<file path="src/rtl/qubit_tally.sv">
// qubit_tally: multi-channel qubit outcome tally over a fixed cycle window.
// Per-channel strobes/outcomes are synchronised, counted as |0>/|1> during a
// WIN_CYC-cycle window, snapshotted and offered on a valid/ready interface.
// Build option: define QRNG_SAT_EN to make counters saturate instead of wrap.
module qubit_tally #(
  parameter int CHANNELS = 4,
  parameter int CNT_W    = 8,
  parameter int WIN_CYC  = 1024
) (
  input  logic                      clk,
  input  logic                      rst,
  input  logic                      start,
  input  logic                      clear,
  input  logic [CHANNELS-1:0]       meas_strb,
  input  logic [CHANNELS-1:0]       meas_bit,
  output logic                      rd_valid,
  input  logic                      rd_ready,
  output logic [CHANNELS*CNT_W-1:0] rd_cnt0,
  output logic [CHANNELS*CNT_W-1:0] rd_cnt1,
  output logic                      busy,
  output logic                      ovf,
  output logic                      drop,
  output logic [3:0]                led
);

  localparam int WW = $clog2(WIN_CYC);
  localparam logic [WW-1:0] WIN_LAST = WW'(WIN_CYC - 1);

  typedef enum logic [1:0] {IDLE, COUNT, DONE} state_t;

  state_t                          state;
  logic [CHANNELS-1:0]             strb_s1, strb_s2, strb_s3;
  logic [CHANNELS-1:0]             bit_s1, bit_s2;
  logic [CHANNELS-1:0]             evt;
  logic [WW-1:0]                   win;
  logic [CHANNELS-1:0][CNT_W-1:0]  cnt0, cnt1;
  logic [CHANNELS-1:0][CNT_W-1:0]  cnt0_nxt, cnt1_nxt;
  logic [CHANNELS-1:0][CNT_W-1:0]  snap0, snap1;
  logic                            ovf_hit;
  logic [CNT_W-1:0]                diff;

  // Two-flop synchronisers on strobe and outcome, third strobe flop for edge detect
  always_ff @(posedge clk) begin
    if (!rst) begin
      strb_s1 <= '0;
      strb_s2 <= '0;
      strb_s3 <= '0;
      bit_s1  <= '0;
      bit_s2  <= '0;
    end else begin
      strb_s1 <= meas_strb;
      strb_s2 <= strb_s1;
      strb_s3 <= strb_s2;
      bit_s1  <= meas_bit;
      bit_s2  <= bit_s1;
    end
  end

  assign evt = strb_s2 & ~strb_s3;

  // Next live counts for this cycle's events, flagging increments from all-ones
  always_comb begin
    cnt0_nxt = cnt0;
    cnt1_nxt = cnt1;
    ovf_hit  = 1'b0;
    for (int unsigned i = 0; i < CHANNELS; i++) begin
      if (evt[i]) begin
        if (bit_s2[i]) begin
          if (cnt1[i] == '1) begin
            ovf_hit = 1'b1;
`ifdef QRNG_SAT_EN
            cnt1_nxt[i] = cnt1[i];
`else
            cnt1_nxt[i] = '0;
`endif
          end else begin
            cnt1_nxt[i] = cnt1[i] + CNT_W'(1);
          end
        end else begin
          if (cnt0[i] == '1) begin
            ovf_hit = 1'b1;
`ifdef QRNG_SAT_EN
            cnt0_nxt[i] = cnt0[i];
`else
            cnt0_nxt[i] = '0;
`endif
          end else begin
            cnt0_nxt[i] = cnt0[i] + CNT_W'(1);
          end
        end
      end
    end
  end

  // Window FSM: counting, snapshot capture, reader handshake and sticky flags
  always_ff @(posedge clk) begin
    if (!rst || clear) begin
      state    <= IDLE;
      win      <= '0;
      cnt0     <= '0;
      cnt1     <= '0;
      snap0    <= '0;
      snap1    <= '0;
      rd_valid <= 1'b0;
      busy     <= 1'b0;
      ovf      <= 1'b0;
      drop     <= 1'b0;
    end else begin
      case (state)
        IDLE: begin
          if (start) begin
            win   <= '0;
            cnt0  <= '0;
            cnt1  <= '0;
            busy  <= 1'b1;
            state <= COUNT;
          end
        end
        COUNT: begin
          win  <= win + WW'(1);
          cnt0 <= cnt0_nxt;
          cnt1 <= cnt1_nxt;
          if (ovf_hit) ovf <= 1'b1;
          // snapshot takes the next-state counts so last-cycle events are included
          if (win == WIN_LAST) begin
            snap0    <= cnt0_nxt;
            snap1    <= cnt1_nxt;
            rd_valid <= 1'b1;
            busy     <= 1'b0;
            state    <= DONE;
          end
        end
        DONE: begin
          if (|evt) drop <= 1'b1;
          if (rd_valid && rd_ready) begin
            rd_valid <= 1'b0;
            if (start) begin
              win   <= '0;
              cnt0  <= '0;
              cnt1  <= '0;
              busy  <= 1'b1;
              state <= COUNT;
            end else begin
              state <= IDLE;
            end
          end
        end
        default: state <= IDLE;
      endcase
    end
  end

  assign rd_cnt0 = snap0;
  assign rd_cnt1 = snap1;
  assign diff    = cnt1[0] - cnt0[0];
  assign led     = diff[3:0];

endmodule
</file>
<file path="config.mk">
export PLATFORM = sky130hd
export DESIGN_NAME = qubit_tally
export DESIGN_NICKNAME = d
export VERILOG_FILES = /design/src/rtl/qubit_tally.sv
export SDC_FILE = /design/constraint.sdc
export NUM_CORES = 1
export LEC_CHECK = 0
export ABC_CLOCK_PERIOD_IN_PS = 2400
export CAP_MARGIN = 30
export CORE_ASPECT_RATIO = 1.5
export CORE_UTILIZATION = 50
export CTS_CLUSTER_DIAMETER = 120
export CTS_CLUSTER_SIZE = 30
export DETAILED_ROUTE_END_ITERATION = 7
export PLACE_DENSITY = 0.72
export SETUP_SLACK_MARGIN = 0.3
export SYNTH_ARGS = -nofsm -noshare
export SYNTH_HDL_FRONTEND = slang
export SYNTH_SLANG_ARGS = --single-unit
</file>
<file path="constraint.sdc">
create_clock -name clk -period 2.4 [get_ports clk]
set_input_delay 0.72 -clock clk [delete_from_list [all_inputs] [get_ports clk]]
set_output_delay 0.72 -clock clk [all_outputs]
set_load 0.005 [all_outputs]
</file>
==> metrics.txt <==
# TYPE chip_impl_metric gauge
chip_impl_metric{name="areaGrowthSynthToFinish",unit="%"} 23.43
chip_impl_metric{name="worst_pin_slew",unit="ns"} 0.7149
chip_impl_metric{name="synth.cell_area",unit="mm²"} 0.007625
chip_impl_metric{name="num_vias",unit=""} 7053
chip_impl_metric{name="vias_per_cell",unit=""} 5.762
chip_impl_info{name="setup_crit_end",value="led[1]"} 1
chip_impl_metric{name="num_rows",unit=""} 54
chip_impl_info{name="synth_flop_cell",value="dfxtp_1"} 1
chip_impl_metric{name="floorplan.initialDensity",unit=""} 0.5177
chip_impl_info{name="clockRootBuffer",value="clkbuf_16"} 1
chip_impl_metric{name="grt_start_max_net_pins",unit=""} 78
chip_impl_metric{name="proportion_of_layout_cells_with_a_drive_suffix_above_1",unit=""} 0.09922
chip_impl_metric{name="use_met1",unit=""} 0.3375
chip_impl_info{name="grt_setup_unrepaired",value="yes"} 1
chip_impl_metric{name="cts-buffers-inserted",unit=""} 17
chip_impl_info{name="setup.worst_path.class",value="register to output pin"} 1
chip_impl_metric{name="cts.sinks",unit=""} 164
chip_impl_metric{name="instance_count_after_placement_with_tap_cells_included",unit=""} 1190
chip_impl_metric{name="worst_case_hold_slack",unit="ns"} 0.4301
chip_impl_metric{name="rr_worst_depth",unit=""} 5
chip_impl_metric{name="synth_enable_flop_cells",unit=""} 0
chip_impl_metric{name="grtUsageTotal",unit=""} 0.2583
chip_impl_info{name="reg2reg_to",value="rd_cnt1[15]$_SDFFE_PP0P_"} 1
chip_impl_metric{name="slew_violations",unit=""} 0
chip_impl_metric{name="layout_worst_path_cycle_share",unit=""} 0.9871
chip_impl_metric{name="power.ir.vdd_worst",unit="µV"} 476.5
chip_impl_metric{name="synthArstFlopShare",unit=""} 0
chip_impl_metric{name="ant_diodes",unit=""} 0
chip_impl_metric{name="clock-skew-final",unit="ns"} 0.01176
chip_impl_metric{name="data_required_time_at_the_worst_endpoint",unit="ns"} 1.68
chip_impl_metric{name="fill_cells",unit=""} 1319
chip_impl_metric{name="grt_pass1_wl",unit="µm"} 32160
chip_impl_metric{name="postSynthAreaPerCell",unit="µm²"} 8.086
chip_impl_metric{name="gp_routability_congestion",unit=""} 0.8410
chip_impl_info{name="globalRoute.busiestLayer",value="met2"} 1
chip_impl_info{name="type_of_the_most_critical_hold_path",value="register to register"} 1
chip_impl_metric{name="insertion_delay_of_the_later_clocked_pin_in_the_worst_skew_pair",unit="ns"} 0.42
chip_impl_metric{name="buffers_from_clock_root_to_sink_at_most",unit=""} 2
chip_impl_metric{name="setup.reg_to_reg.worst_slack",unit="ns"} 0.37
chip_impl_metric{name="worst_slew_margin_rel",unit=""} 0.5234
chip_impl_metric{name="floorplan.die_area",unit="mm²"} 0.01576
chip_impl_metric{name="postLayoutSetupSlackWorst",unit="ns"} 0.03099
chip_impl_metric{name="max_cap_viol_count",unit=""} 0
chip_impl_metric{name="drc_errors_left",unit=""} 0
chip_impl_metric{name="post_synth_inst_count",unit=""} 943
chip_impl_metric{name="power_density",unit="mW/mm²"} 593.6
chip_impl_metric{name="post-dp-hpwl",unit="µm"} 12990
chip_impl_metric{name="placement.setup.worst_slack",unit="ns"} 0.02054
chip_impl_metric{name="worstPathMaxFanout",unit=""} 2
chip_impl_metric{name="setup_violations",unit=""} 0
chip_impl_metric{name="floorplan.core_area",unit="mm²"} 0.01473
chip_impl_metric{name="die_width",unit="µm"} 102.8
chip_impl_metric{name="ys.warnings.count",unit=""} 0
chip_impl_info{name="crit_start",value="cnt1[0]$_SDFFE_PP0P_"} 1
chip_impl_metric{name="ys_seq_elements",unit=""} 164
chip_impl_metric{name="grt_util_met3",unit=""} 0.04847
chip_impl_metric{name="die_height",unit="µm"} 153.2
chip_impl_metric{name="highest_clock_rate",unit="MHz"} 422.1
chip_impl_metric{name="static-leakage-power",unit="nW"} 3.048
chip_impl_metric{name="stdcell_count",unit=""} 1224
chip_impl_metric{name="synth_nets",unit=""} 969
chip_impl_metric{name="timing.final.crit_period",unit="ns"} 2.369
chip_impl_metric{name="total_congestion_overflow",unit=""} 0
chip_impl_metric{name="synth.yosys.seq_area_share",unit=""} 0.4306
chip_impl_info{name="cts_tree",value="yes"} 1
chip_impl_metric{name="final_antenna_net_count",unit=""} 0
chip_impl_metric{name="yosysUniqueCellTypes",unit=""} 58
chip_impl_metric{name="hold-path-cell-count",unit=""} 1
chip_impl_info{name="regToRegStartpoint",value="win[3]$_SDFFE_PP0P_"} 1
chip_impl_info{name="setup.worst_path.end_class",value="output pin"} 1
chip_impl_info{name="outcome",value="completed"} 1
chip_impl_metric{name="hold_viol",unit=""} 0
chip_impl_metric{name="htree_num_levels",unit=""} 4
chip_impl_metric{name="final_nets",unit=""} 1041
chip_impl_metric{name="wirelength",unit="µm"} 19220
chip_impl_metric{name="numPortBuffers",unit=""} 84
chip_impl_metric{name="grt_antenna_before_repair",unit=""} 1
chip_impl_metric{name="dr.pass1.iters",unit=""} 4
chip_impl_metric{name="io_pins",unit=""} 85
chip_impl_metric{name="critPathArrivalTime",unit="ns"} 1.65
chip_impl_metric{name="clkSlewWorstSetupHoldPaths",unit="ns"} 0.06
chip_impl_metric{name="initialDrtViolationCount",unit=""} 450
chip_impl_metric{name="drt-wirelength-per-cell",unit="µm"} 15.70
chip_impl_info{name="setup.worst_path.start_class",value="register"} 1
chip_impl_metric{name="grt_util_met2",unit=""} 0.4124
chip_impl_metric{name="grt_pass1_vias",unit=""} 6619
-- state kept, by name (all words and copies together) (netlist names), 2 cells and up --
name,count
bit_s1,4
bit_s2,4
cnt0,32
cnt1,32
rd_cnt0,32
rd_cnt1,32
state,2
strb_s1,4
strb_s2,4
strb_s3,4
win,10
-- through the flow --
stage | utilization | power [mW] | area [µm²] | setup TNS (ns)
5_1_grt | 0.6390 | 5.772 | 9412 | -0.02371
3_3_place_gp | 0.5938 | 3.032 | 8746 | 0
6_report | 0.6390 | 5.587 | 9412 | 0
4_1_cts | 0.6361 | 5.625 | 9369 | 0
3_5_place_dp | 0.5938 | 3.034 | 8746 | 0
2_1_floorplan | - | 2.938 | 7625 | 0
-- worst min path at each step --
stage	start	end	slack, ns
floorplan	bit_s1[0]$_SDFF_PN0_	bit_s2[0]$_SDFF_PN0_	0.41
global placement	bit_s1[0]$_SDFF_PN0_	bit_s2[0]$_SDFF_PN0_	0.41
detailed placement	strb_s1[2]$_SDFF_PN0_	strb_s2[2]$_SDFF_PN0_	0.42
CTS	bit_s1[0]$_SDFF_PN0_	bit_s2[0]$_SDFF_PN0_	0.43
global route	strb_s1[1]$_SDFF_PN0_	strb_s2[1]$_SDFF_PN0_	0.45
finish	bit_s1[0]$_SDFF_PN0_	bit_s2[0]$_SDFF_PN0_	0.43
-- cells by family after synthesis --
group	Yosys count	share of synthesized area
buf+inv	83	0.04234
xor+xnor	41	0.04710
flops	164	0.4306
simple gates	384	0.2483
compound gates	257	0.2081
fa+ha+maj	13	0.02232
mux	1	0.001313
-- worst max-delay path: stages, from the launching register on --
cell	delay, ns
dfxtp_2	0.35
inv_4	0.05
ha_4	0.15
fa_2	0.53
inv_2	0.04
buf_6	0.10
-- cells in the mapped netlist (6+ instances only) --
cell type    n  share of area
a21oi_1     84          0.055
and3b_1      6         0.0069
a22oi_1     14          0.014
and2_1      25          0.021
clkbuf_1    59          0.029
nand3b_1     6         0.0059
nor3b_1      7         0.0069
buf_2        9         0.0059
o21ai_0     69          0.045
nand3_1     35          0.023
nor2_1     115          0.057
a211oi_1    30          0.030
xor2_1      20          0.023
a31oi_1     10         0.0082
ha_1        12          0.020
nand2b_1     6         0.0049
a311oi_1    13          0.015
dfxtp_1    164           0.43
nor4_1      11         0.0090
inv_1       13         0.0064
nand2_1     82          0.040
or3_1       19          0.016
a22o_1       6         0.0069
nor3_1      27          0.018
nand4_1     18          0.015
xnor2_1     21          0.024
-- layout by cell type (no fill, tap or decap), types with 25 or more instances in the layout --
cell type and instances:
dfxtp_1 160, nor2_1 114, a21oi_1 82, nand2_1 82
clkdlybuf4s50_1 80, o21ai_0 69, buf_4 37, nand3_1 35
a211oi_1 29, nor3_1 26, and2_1 25
-- power by group --
group | switching (mW) | internal, mW | leakage [nW]
Clock | 1.08 | 1.53 | 0.268
Combinational | 0.147 | 0.0805 | 1.45
Sequential | 0.0127 | 2.74 | 1.33
-- routing by layer --
metal,routed length [µm],up-vias
met5,0,-
met1,8697,3276
met3,994,41
li1,-,3536
met4,511,0
met2,9013,200
-- area by class of cell --
type,count,area [µm²],share of cell area
clock buffer,24,491.7,0.05225
clock inverter,8,75.07,0.007977
inverter,13,51.30,0.005451
multi-input combinational,696,4116,0.4374
sequential,164,3291,0.3496
tap,196,245.2,0.02606
timing repair buffer,123,1141,0.1212
-- timing repair --
action | in CTS | in global routing
hold buffers | 0 | 0
resized for setup | 28 | 12
pin swaps | 6 | 4
buffers inserted | 2 | 0
endpoints found under the setup margin | 5 | 19
Note: power is estimated with default switching activity, not from simulation.
